===== config.mk =====
export PLATFORM = sky130hd
export DESIGN_NAME = conv2_output_stage
export DESIGN_NICKNAME = d
export VERILOG_FILES = /design/src/rtl/conv2_output_stage.sv
export SDC_FILE = /design/constraint.sdc
export NUM_CORES = 1
export LEC_CHECK = 0
export BUFFER_PORTS_ARGS = -buffer_cell sky130_fd_sc_hd__buf_4
export CELL_PAD_IN_SITES_DETAIL_PLACEMENT = 0
export CELL_PAD_IN_SITES_GLOBAL_PLACEMENT = 1
export CORE_UTILIZATION = 39
export CTS_CLUSTER_SIZE = 25
export DETAILED_ROUTE_END_ITERATION = 10
export GPL_ROUTABILITY_DRIVEN = 0
export PLACE_DENSITY = 0.87
export RECOVER_POWER = 25
export SYNTH_ARGS = -nofsm -noshare
export SYNTH_HDL_FRONTEND = slang
export SYNTH_SLANG_ARGS = --single-unit

===== constraint.sdc =====
create_clock -name clk -period 2 [get_ports clk]
set_clock_uncertainty 0.05 [all_clocks]
set_input_delay 0 -clock clk [delete_from_list [all_inputs] [get_ports clk]]
set_output_delay 0 -clock clk [all_outputs]
set_load 0.01 [all_outputs]

===== src/rtl/conv2_output_stage.sv =====
// Output stage of conv layer 2: bias add, rescale, clamp and feature-map addressing.
// Define CONV2_RELU_EN to clamp to the unsigned ReLU range instead of the signed range.
module conv2_output_stage #(
   parameter int OUT_ROWS = 8,
   parameter int OUT_COLS = 8,
   parameter int OUT_W    = 8,
   parameter int SHIFT    = 4,
   parameter int ADDR_W   = 6
) (
   input  logic              clk,
   input  logic              rst_n,
   input  logic              start,
   input  logic [17:0]       bias,
   input  logic [17:0]       in_data,
   input  logic              in_valid,
   output logic [OUT_W-1:0]  out_data,
   output logic              out_valid,
   output logic [ADDR_W-1:0] out_addr,
   output logic              busy,
   output logic              frame_done,
   output logic              sat_flag
);

   localparam int ROW_W = (OUT_ROWS > 1) ? $clog2(OUT_ROWS) : 1;
   localparam int COL_W = (OUT_COLS > 1) ? $clog2(OUT_COLS) : 1;

`ifdef CONV2_RELU_EN
   localparam logic signed [31:0] CLAMP_HI = (32'sd1 <<< OUT_W) - 32'sd1;
`else
   localparam logic signed [31:0] CLAMP_HI = (32'sd1 <<< (OUT_W - 1)) - 32'sd1;
   localparam logic signed [31:0] CLAMP_LO = -(32'sd1 <<< (OUT_W - 1));
`endif

   typedef enum logic [1:0] {IDLE, RUN, FLUSH, DONE} state_t;

   state_t              state;
   state_t              next_state;
   logic [ROW_W-1:0]    row;
   logic [COL_W-1:0]    col;
   logic signed [17:0]  bias_q;
   logic                s1_valid;
   logic signed [18:0]  s1_sum;
   logic [ADDR_W-1:0]   s1_addr;
   logic                start_ok;
   logic                accept;
   logic                last_sample;
   logic [ADDR_W-1:0]   cur_addr;
   logic signed [18:0]  shifted;
   logic signed [31:0]  scaled;
   logic [OUT_W-1:0]    clamp_data;
   logic                clamp_sat;

   assign start_ok    = (state == IDLE) && start;
   assign accept      = (state == RUN) && in_valid;
   assign last_sample = accept && (row == ROW_W'(OUT_ROWS - 1)) && (col == COL_W'(OUT_COLS - 1));
   assign cur_addr    = ADDR_W'(row) * ADDR_W'(OUT_COLS) + ADDR_W'(col);
   assign busy        = (state == RUN) || (state == FLUSH);
   assign frame_done  = (state == DONE);

   always_ff @(posedge clk or negedge rst_n) begin
      if (!rst_n) begin
         state <= IDLE;
      end else begin
         state <= next_state;
      end
   end

   // FLUSH only needs stage 1 drained: the last sample is then on the outputs,
   // so DONE lands exactly one cycle after the final out_valid.
   always_comb begin
      next_state = state;
      case (state)
         IDLE:    if (start) next_state = RUN;
         RUN:     if (last_sample) next_state = FLUSH;
         FLUSH:   if (!s1_valid) next_state = DONE;
         DONE:    next_state = IDLE;
         default: next_state = IDLE;
      endcase
   end

   always_ff @(posedge clk or negedge rst_n) begin
      if (!rst_n) begin
         row    <= '0;
         col    <= '0;
         bias_q <= '0;
      end else if (start_ok) begin
         row    <= '0;
         col    <= '0;
         bias_q <= bias;
      end else if (accept) begin
         if (col == COL_W'(OUT_COLS - 1)) begin
            col <= '0;
            row <= (row == ROW_W'(OUT_ROWS - 1)) ? '0 : row + 1'b1;
         end else begin
            col <= col + 1'b1;
         end
      end
   end

   // Stage 1: 19-bit sum of two sign-extended 18-bit operands cannot overflow.
   always_ff @(posedge clk or negedge rst_n) begin
      if (!rst_n) begin
         s1_valid <= 1'b0;
         s1_sum   <= '0;
         s1_addr  <= '0;
      end else begin
         s1_valid <= accept;
         if (accept) begin
            s1_sum  <= {in_data[17], in_data} + {bias_q[17], bias_q};
            s1_addr <= cur_addr;
         end
      end
   end

   always_comb begin
      shifted    = s1_sum >>> SHIFT;
      scaled     = {{13{shifted[18]}}, shifted};
      clamp_data = OUT_W'(scaled);
      clamp_sat  = 1'b0;
`ifdef CONV2_RELU_EN
      if (scaled < 32'sd0) begin
         clamp_data = '0;
      end else if (scaled > CLAMP_HI) begin
         clamp_data = OUT_W'(CLAMP_HI);
         clamp_sat  = 1'b1;
      end
`else
      if (scaled > CLAMP_HI) begin
         clamp_data = OUT_W'(CLAMP_HI);
         clamp_sat  = 1'b1;
      end else if (scaled < CLAMP_LO) begin
         clamp_data = OUT_W'(CLAMP_LO);
         clamp_sat  = 1'b1;
      end
`endif
   end

   always_ff @(posedge clk or negedge rst_n) begin
      if (!rst_n) begin
         out_valid <= 1'b0;
         out_data  <= '0;
         out_addr  <= '0;
         sat_flag  <= 1'b0;
      end else begin
         out_valid <= s1_valid;
         out_data  <= s1_valid ? clamp_data : '0;
         out_addr  <= s1_valid ? s1_addr : '0;
         if (start_ok) begin
            sat_flag <= 1'b0;
         end else if (s1_valid && clamp_sat) begin
            sat_flag <= 1'b1;
         end
      end
   end

endmodule

==> qor.txt, run 1 <==
outcome - finished, violations left
violated checks - capacitance limit, slew limit
Synthesized Nets - 417
initial drt markers - 108
async set-reset flop share out of synthesis - 1.00
port bufs - 57
DRT Wirelength - 7810 um
Sink Count - 64
Max transition margin - -0.0380
total gr overflow - 0
Yosys top cell by area - dfrtp_1
Main synth FF type - dfrtp_1
commonest cells after routing, fill and taps aside - buf_4, dfrtp_1, nand2_1
Hold Crit Class - input port to register
Met1 Wirelength - 3580 um
DRC Markers - 0
ant diodes - 0
number of vias per cell - 5.28
post-route cell area - 4660 um^2
largest net degree at the start of global routing - 65
Synth-to-Final Area Change - 34.7%
pins over their slew limit - 65
FMAX - 505 MHz
fin util - 0.556
CTS tree - yes
H-tree depth - 3
Compound-Gate Fraction of Synth Area - 0.175
Core Region - 8380 um^2
maximum vdd ir drop - 779 uV
CTS Root Cell - clkbuf_8
Hold WS - 0.0531 ns
drt first pass iters - 4
clk buf depth - 2
worst-path fanout max - 3
RR Startpoint - bias_q[2]$_DFFE_PN0P_
cell area after synthesis - 3460 um^2
initial antenna violation count - 0
Post-synth EDFFs - 0
Adder-Cell Fraction of Synth Area - 0.0940
largest family of logic cells by synthesized area - compound AO/OA/AOI/OAI gates
die area - 9250 um^2
met2 wire length - 3810 um
TritonCTS buffer count - 9
fin nets - 518
final worst setup slack - 0.0205 ns
Lkg Pwr - 2.13 nW
sequential area share after synthesis - 0.463
Worst Path Required - 2.17 ns
number of global-route vias before repair - 2905
R2R Path End - s1_sum[16]$_DFFE_PN0N_
Pwr Density - 1420 nW/um^2
crit path launch type - register
dpl ws - -0.0778 ns
Starting Density - 0.413
unrepaired setup endpoints after global routing - true
Cells after Synth - 351
Post-DP Area - 4170 um^2
CP endpoint kind - register
Max Cap Viol - 1
# IOs - 58
R2R depth - 6
Final min period - 1.98 ns
WL met3 - 322 um
first-pass GRT wire length - 12900 um
crit-path cells - ha_4 > nand4_1 > a211o_1 > a21o_1 > a211oi_2 > o211ai_1
Min-Delay Path Depth - 5
fraction of layout cells with a size suffix above 1 - 0.278
Slowest-stage cell, CP - dfrtp_1
Worst-Margin Slew - 1.56 ns
CP Data Arrival Time - 2.14 ns
min-delay src - in_data[0]
yosys warns - 0
Reg clk slew, reported paths - 0.08 ns
final setup fails - 0
Worst path max stage delay - 0.42 ns
post-DR wirelength/cell - 13.9 um
Clock Latency Late Sink - 0.35 ns
Synth Area in Simple Gates - 0.171
hpwl dp - 5480 um
Yosys reg bits - 64
antenna-violating nets left - 0
routed vias - 2970
most common cell after layout, fill and taps aside - buf_4
post-synthesis xor/xnor area fraction - 0.0101
top post-synthesis cells by area - dfrtp_1, ha_1, mux2_2
Global Route Usage Sum - 0.181
top cell type's share of synthesized area - 0.463
R2R Setup Slk - 0.02 ns
Placement Rows - 33
Worst Setup Path Type - register to register
DR top layer - met4
Tcrit/Tclk final - 0.990
Die H - 96.2 um
Final Hold Violating Endpoints - 0
WHS Endpoint - s1_sum[4]$_DFFE_PN0N_
Yosys cell types - 55
post-synthesis mux area share - 0.0618
Syn Area/Cell - 9.86 um^2
Die W - 96.2 um
layout make-up:
cell class | count | area, um^2
Clock buffer | 9 | 124
Inverter | 9 | 37.5
Clock inverter | 7 | 104
Sequential cell | 64 | 1600
Multi-Input combinational cell | 265 | 1890
Timing Repair Buffer | 103 | 771
Tap cell | 105 | 131
Fill cell | 761 | 3720
power breakdown:
part,total (mW),switching (mW),internal [mW]
Clock,1.26,0.546,0.714
Sequential,2.06,0.308,1.76
Combinational,3.28,1.70,1.58
Total,6.61,2.56,4.05
sequential cells by signal, summed over array words and instances, names as in the netlist:
signal     count
out_valid      1
s1_valid       1
out_data       8
s1_sum        15
row            3
bias_q        18
s1_addr        6
col            3
out_addr       6
state          2
sat_flag       1
kinds of logic after synthesis:
| kind of cell | count (synthesis) |
|---|---|
| AO/OA/AOI/OAI | 85 |
| AND/OR/NAND/NOR | 131 |
| flip-flops | 64 |
| buffers and inverters | 22 |
| XOR/XNOR | 4 |
| adder cells (fa/ha/maj) | 26 |
| multiplexers | 19 |
metrics by stage:
step / TNS (ns) / cells / power [mW]
2_1_floorplan: 0 / 351 / 4.06
3_3_place_gp: -0.00557 / 525 / 5.00
3_5_place_dp: -0.205 / 525 / 5.09
4_1_cts: 0 / 561 / 6.43
5_1_grt: -0.151 / 562 / 7.12
6_report: 0 / 562 / 6.61
worst max-delay path: cells and delay by family, from the launching register on:
family / cells / cell delay, ns
flops: 1 / 0.42
fa+ha+maj: 1 / 0.30
compound gates: 4 / 0.96
simple gates: 1 / 0.12
how the worst max path moves through the flow:
stage / start / depth (start not counted) / to
CTS: bias_q[10]$_DFFE_PN0P_ / 6 / s1_sum[17]$_DFFE_PN0N_
global route: bias_q[2]$_DFFE_PN0P_ / 6 / s1_sum[16]$_DFFE_PN0N_
global placement: bias_q[2]$_DFFE_PN0P_ / 6 / s1_sum[16]$_DFFE_PN0N_
floorplan: bias_q[2]$_DFFE_PN0P_ / 6 / s1_sum[14]$_DFFE_PN0N_
finish: bias_q[2]$_DFFE_PN0P_ / 6 / s1_sum[16]$_DFFE_PN0N_
detailed placement: bias_q[2]$_DFFE_PN0P_ / 6 / s1_sum[16]$_DFFE_PN0N_
what timing repair did:
item / CTS / global route
gates resized for setup: 3 / 19
hold endpoints to repair: 82 / 0
hold buffers: 19 / 0
setup buffers: 1 / 1
endpoints found under the setup margin: 5 / 12
pin swaps: 3 / 14
synthesized netlist by cell type, drive strengths merged, types with 2 or more instances:
cell type and n:
a211o 3, inv 9, mux2 19, nand2 51, o211ai 5, o21ai 20
buf 6, a21o 7, dfrtp 64, nor4 3, and2 9, a21oi 18
nand3 10, xor2 3, nand4 7, o21a 4, o311ai 2, nor2 34
a211oi 6, nor3 8, clkbuf 7, or2 2, ha 26, o31ai 2
routing by layer:
metal / track usage / vias to the layer above
met5: 0 / -
met4: 0.0697 / 0
met3: 0.0442 / 9
met2: 0.304 / 70
met1: 0.224 / 1428
li1: - / 1463
Power figures use the tool's default switching activity.
==> run 2: changes to the inputs <==
--- a/config.mk
+++ b/config.mk
@@ -8,10 +8,13 @@
 export BUFFER_PORTS_ARGS = -buffer_cell sky130_fd_sc_hd__buf_4
 export CELL_PAD_IN_SITES_DETAIL_PLACEMENT = 0
 export CELL_PAD_IN_SITES_GLOBAL_PLACEMENT = 1
+export CORE_MARGIN = 4
 export CORE_UTILIZATION = 39
 export CTS_CLUSTER_SIZE = 25
 export DETAILED_ROUTE_END_ITERATION = 10
 export GPL_ROUTABILITY_DRIVEN = 0
+export GPL_TIMING_DRIVEN = 0
+export MAX_ROUTING_LAYER = met4
 export PLACE_DENSITY = 0.87
 export RECOVER_POWER = 25
 export SYNTH_ARGS = -nofsm -noshare
==> qor.txt, run 2 (same netlist as run 1, synthesis figures left out) <==
outcome - finished, violations left
violated checks - capacitance limit, slew limit, setup timing
Largest regs - bias_q (18), s1_sum (15), out_data (8)
post-route cell area - 4620 um^2 (-0.94%)
port bufs - 57 (unchanged)
initial drt markers - 198 (+83%)
R2R Setup Slk - -0.09 ns (-0.11 ns)
RR Startpoint - bias_q[2]$_DFFE_PN0P_
Hold Crit Class - input port to register
Final Hold Violating Endpoints - 0 (unchanged)
register share of total power - 0.316 (+0.004)
CTS tree - yes
Most flops, register - bias_q
total gr overflow - 0 (unchanged)
Core Region - 8680 um^2 (+3.5%)
Max transition margin - -0.0534 (-0.0154)
number of global-route vias before repair - 2910 (+0.17%)
fin util - 0.532 (-0.0240)
Lkg Pwr - 2.12 nW (-0.66%)
clock group share of total power - 0.190 (about the same)
Pwr Density - 1430 nW/um^2 (+0.48%)
post-DR wirelength/cell - 15.2 um (+9.0%)
number of vias per cell - 5.46 (+3.3%)
Clock Latency Late Sink - 0.35 ns (about the same)
hpwl dp - 5880 um (+7.4%)
FMAX - 479 MHz (-5.1%)
worst-path fanout max - 4 (+1)
Worst Setup Path Type - register to register
Met1 Wirelength - 3620 um (+1.1%)
final setup fails - 6 (+6)
DRC Markers - 0 (unchanged)
Placement Rows - 34 (+3.0%)
Final min period - 2.09 ns (+0.107 ns)
Starting Density - 0.399 (-0.0141)
TritonCTS buffer count - 9 (unchanged)
Max Cap Viol - 1 (unchanged)
unrepaired setup endpoints after global routing - true
final worst setup slack - -0.0869 ns (-0.107 ns)
maximum vdd ir drop - 461 uV (-41%)
first-pass GRT wire length - 13500 um (+4.9%)
Gate power share - 0.494 (-0.003)
Worst Path Required - 2.18 ns (about the same)
DR top layer - met4
H-tree depth - 3 (unchanged)
fin nets - 512 (-1.2%)
Hold WS - 0.0675 ns (+0.0144 ns)
crit path launch type - register
Synth-to-Final Area Change - 33.4%
P_sw - 2.62 mW (+2.4%)
initial antenna violation count - 0 (unchanged)
clk buf depth - 2 (unchanged)
max reg flops - 18 (unchanged)
largest net degree at the start of global routing - 65 (unchanged)
Die W - 102 um (+6.2%)
met2 wire length - 4070 um (+6.9%)
Die H - 102 um (+6.2%)
CP Data Arrival Time - 2.27 ns (+0.13 ns)
CTS Root Cell - clkbuf_8
Sink Count - 64 (unchanged)
Internal - 3.96 mW (-2.3%)
R2R depth - 6 (unchanged)
Post-DP Area - 4020 um^2 (-3.4%)
total negative slack - -0.367 ns (-0.367 ns)
Reg clk slew, reported paths - 0.08 ns (about the same)
ant diodes - 0 (unchanged)
drt first pass iters - 6 (+2)
CP startpoint - bias_q[2]$_DFFE_PN0P_
routed vias - 3052 (+2.8%)
Worst-Margin Slew - 1.58 ns (+0.0231 ns)
pins over their slew limit - 65 (unchanged)
die area - 10400 um^2 (+13%)
Global Route Usage Sum - 0.170 (-0.0117)
antenna-violating nets left - 0 (unchanged)
WL met3 - 555 um (+72%)
DRT Wirelength - 8470 um (+8.4%)
sw frac - 0.398 (+0.0112)
# IOs - 58 (unchanged)
Tcrit/Tclk final - 1.04 (+0.0537)
Critical Path Sink - s1_sum[16]$_DFFE_PN0N_
CP endpoint kind - register
dpl ws - -0.265 ns (-0.187 ns)
most common cell after layout, fill and taps aside - dfrtp_1
R2R Path End - s1_sum[16]$_DFFE_PN0N_
fraction of layout cells with a size suffix above 1 - 0.275 (-0.00295)
commonest cells after routing, fill and taps aside - dfrtp_1, nand2_1, buf_4
==> run 2: critical path: stages (launching register included) <==
cell      delay, ns
dfrtp_1        0.42
ha_4           0.31
nand4_1        0.15
a211o_1        0.35
a21o_1         0.28
a211oi_2       0.30
o211ai_1       0.11
==> run 2: routing by layer <==
layer / up-vias / global-route usage
li1: 1454 / -
met1: 1449 / 0.210
met2: 127 / 0.262
met3: 22 / 0.0403
met4: 0 / 0.0807
met5: - / -
==> run 2: per-stage QoR <==
stage | total power, mW | std cells
after floorplan | 4.06 | 351
after global placement | 4.74 | 516
after detailed placement | 4.84 | 516
after CTS | 6.23 | 550
after global routing | 7.07 | 559
final | 6.58 | 559
==> run 2: repair_timing <==
action	CTS	global route
gates resized for setup	15	31
endpoints found under the hold margin	82	0
pin swaps	7	14
hold buffers	19	0
buffers inserted	0	10
setup endpoints to repair	39	33
==> run 2: layout make-up <==
cell class | count | area, um^2
Fill cell | 814 | 4060
Multi-Input combinational cell | 265 | 1920
Sequential cell | 64 | 1600
Timing Repair Buffer | 86 | 631
Tap cell | 108 | 135
Clock buffer | 9 | 124
Clock inverter | 7 | 95.1
Buffer | 11 | 77.6
Inverter | 9 | 33.8
==> run 2: power groups by stage <==
| stage | clock (mW) | combinational, mW | sequential, mW |
|---|---|---|---|
| after floorplan | 0 | 2.05 | 2.01 |
| final | 1.25 | 3.25 | 2.08 |
| after global placement | 0 | 2.68 | 2.05 |
| after global routing | 1.34 | 3.59 | 2.14 |
| after CTS | 1.27 | 2.89 | 2.07 |
| after detailed placement | 0 | 2.76 | 2.08 |
==> run 2: worst min-delay path by stage <==
stage | start | to | depth (start not counted)
after CTS | in_data[0] | s1_sum[4]$_DFFE_PN0N_ | 5
final | in_data[0] | s1_sum[4]$_DFFE_PN0N_ | 5
after detailed placement | rst_n | out_data[3]$_DFF_PN0_ | 1
after global placement | rst_n | out_data[1]$_DFF_PN0_ | 1
after floorplan | rst_n | bias_q[0]$_DFFE_PN0P_ | 0
after global routing | in_data[0] | s1_sum[4]$_DFFE_PN0N_ | 5
==> run 3: changes to the inputs <==
--- a/config.mk
+++ b/config.mk
@@ -17,6 +17,7 @@
 export MAX_ROUTING_LAYER = met4
 export PLACE_DENSITY = 0.87
 export RECOVER_POWER = 25
+export SETUP_SLACK_MARGIN = 0.1
 export SYNTH_ARGS = -nofsm -noshare
 export SYNTH_HDL_FRONTEND = slang
 export SYNTH_SLANG_ARGS = --single-unit
==> qor.txt, run 3 (same netlist as run 1, synthesis figures left out) <==
outcome - finished, violations left
violated checks - capacitance limit, slew limit, setup timing
WL met3 - 335 um (-40%)
Hold Crit Class - input port to register
antenna-violating nets left - 0 (unchanged)
clk buf depth - 2 (unchanged)
fraction of layout cells with a size suffix above 1 - 0.276 (+0.000611)
Met1 Wirelength - 3620 um (+0.17%)
DRC Markers - 0 (unchanged)
met2 wire length - 3860 um (-5.3%)
routed vias - 2894 (-5.2%)
CTS tree - yes
Global Route Usage Sum - 0.169 (-0.00116)
Die W - 102 um (unchanged)
most common cell after layout, fill and taps aside - dfrtp_1
Most flops, register - bias_q
Final min period - 2.08 ns (-0.00808 ns)
maximum vdd ir drop - 534 uV (+16%)
number of global-route vias before repair - 2901 (-0.31%)
hpwl dp - 5570 um (-5.3%)
initial antenna violation count - 0 (unchanged)
Synth-to-Final Area Change - 31.8%
first-pass GRT wire length - 13700 um (+1.1%)
largest net degree at the start of global routing - 65 (unchanged)
crit path launch type - register
R2R Setup Slk - -0.08 ns (about the same)
Die H - 102 um (unchanged)
Worst Setup Path Type - register to register
Clock Latency Late Sink - 0.34 ns (about the same)
number of vias per cell - 5.19 (-5.0%)
Final Hold Violating Endpoints - 0 (unchanged)
CP endpoint kind - register
Pwr Density - 1370 nW/um^2 (-4.0%)
post-DR wirelength/cell - 14.2 um (-6.3%)
Largest regs - bias_q (18), s1_sum (15), out_data (8)
post-route cell area - 4560 um^2 (-1.2%)
R2R Path End - s1_sum[18]$_DFFE_PN0N_
Tcrit/Tclk final - 1.04 (-0.00404)
R2R depth - 6 (unchanged)
die area - 10400 um^2 (unchanged)
CP Data Arrival Time - 2.24 ns (-0.03 ns)
total gr overflow - 0 (unchanged)
ant diodes - 0 (unchanged)
port bufs - 57 (unchanged)
Post-DP Area - 4030 um^2 (+0.12%)
commonest cells after routing, fill and taps aside - dfrtp_1, buf_4, nand2_1
DRT Wirelength - 7930 um (-6.4%)
unrepaired setup endpoints after global routing - true
Max Cap Viol - 1 (unchanged)
Placement Rows - 34 (unchanged)
initial drt markers - 89 (-55%)
TritonCTS buffer count - 9 (unchanged)
H-tree depth - 3 (unchanged)
DR top layer - met4
FMAX - 481 MHz (+0.39%)
Sink Count - 64 (unchanged)
Worst-Margin Slew - 1.59 ns (+0.00594 ns)
Reg clk slew, reported paths - 0.07 ns (about the same)
Lkg Pwr - 2.09 nW (-1.4%)
final worst setup slack - -0.0788 ns (+0.00808 ns)
CTS Root Cell - clkbuf_8
Worst Path Required - 2.16 ns (-0.02 ns)
worst-path fanout max - 4 (unchanged)
WHS Endpoint - s1_sum[4]$_DFFE_PN0N_
RR Startpoint - bias_q[2]$_DFFE_PN0P_
drt first pass iters - 4 (-2)
Max transition margin - -0.0574 (-0.00396)
final setup fails - 4 (-2)
pins over their slew limit - 65 (unchanged)
# IOs - 58 (unchanged)
fin nets - 511 (-0.20%)
min-delay src - in_data[0]
Min-Delay Path Depth - 5 (unchanged)
Starting Density - 0.399 (unchanged)
fin util - 0.525 (-0.00663)
Core Region - 8680 um^2 (unchanged)
max reg flops - 18 (unchanged)
[run 3: changes by cell type in the layout (fill, tap and decap cells not counted), moves of 2 or more]
cell and delta:
bufinv_16 -2, a21oi_2 +2, clkbuf_8 +2, o21ai_1 +3, o21ai_0 -2, clkbuf_4 -2
[run 3: how the worst max path moves through the flow]
stage                     startpoint                     end  slack (ns)  depth (start not counted)
2_1_floorplan  bias_q[2]$_DFFE_PN0P_  s1_sum[12]$_DFFE_PN0N_        0.09                          6
3_3_place_gp    state[0]$_DFFE_PN0P_   bias_q[8]$_DFFE_PN0P_       -0.22                          6
3_5_place_dp    state[0]$_DFFE_PN0P_  bias_q[14]$_DFFE_PN0P_       -0.26                          6
4_1_cts        bias_q[2]$_DFFE_PN0P_  s1_sum[16]$_DFFE_PN0N_       -0.07                          6
5_1_grt        bias_q[2]$_DFFE_PN0P_  s1_sum[16]$_DFFE_PN0N_       -0.17                          6
6_report       bias_q[2]$_DFFE_PN0P_  s1_sum[18]$_DFFE_PN0N_       -0.08                          6
[run 3: area by class of cell]
class	count	area (um^2)
Sequential cell	64	1600
Clock inverter	5	31.3
Fill cell	814	4120
Inverter	9	33.8
Clock buffer	11	151
Buffer	12	82.6
Multi-Input combinational cell	265	1910
Timing Repair Buffer	84	616
Tap cell	108	135
[run 3: report_power, final]
group          internal (mW)  switching, mW  leakage [nW]  total [mW]
clock                  0.513          0.523        0.0951        1.04
combinational           1.47           1.66          1.17        3.13
sequential              1.76          0.318         0.819        2.07
[run 3: repair_timing]
item / CTS / global route
resized for setup: 27 / 20
setup buffers: 6 / 2
endpoints found under the setup margin: 41 / 38
pin swaps: 16 / 15
hold buffers: 19 / 0
cloned: 0 / 0
hold endpoints to repair: 82 / 0
[run 3: per-stage QoR]
step | TNS [ns] | total power [mW] | std cells | hold WS (ns) | setup slack [ns]
finish | -0.261 | 6.24 | 558 | 0.0745 | -0.0788
detailed placement | -4.52 | 4.81 | 516 | 0.101 | -0.262
global placement | -3.89 | 4.73 | 516 | 0.0879 | -0.217
floorplan | 0 | 4.07 | 351 | -0.346 | 0.0896
global route | -0.960 | 6.79 | 558 | 0.126 | -0.170
CTS | -0.192 | 6.15 | 557 | 0.0765 | -0.0672
[run 3: per-layer routing]
metal  global-route usage  vias to the layer above
li1                     -                     1453
met1                0.211                     1379
met2                0.272                       52
met3               0.0362                       10
met4               0.0565                        0
met5                    -                        -
[run 3: worst max-delay path: stages, from the launching register on]
cell	delay [ns]
dfrtp_1	0.41
ha_4	0.29
nand4_1	0.16
a211o_1	0.40
a21o_1	0.24
a211oi_2	0.29
o21ai_1	0.12
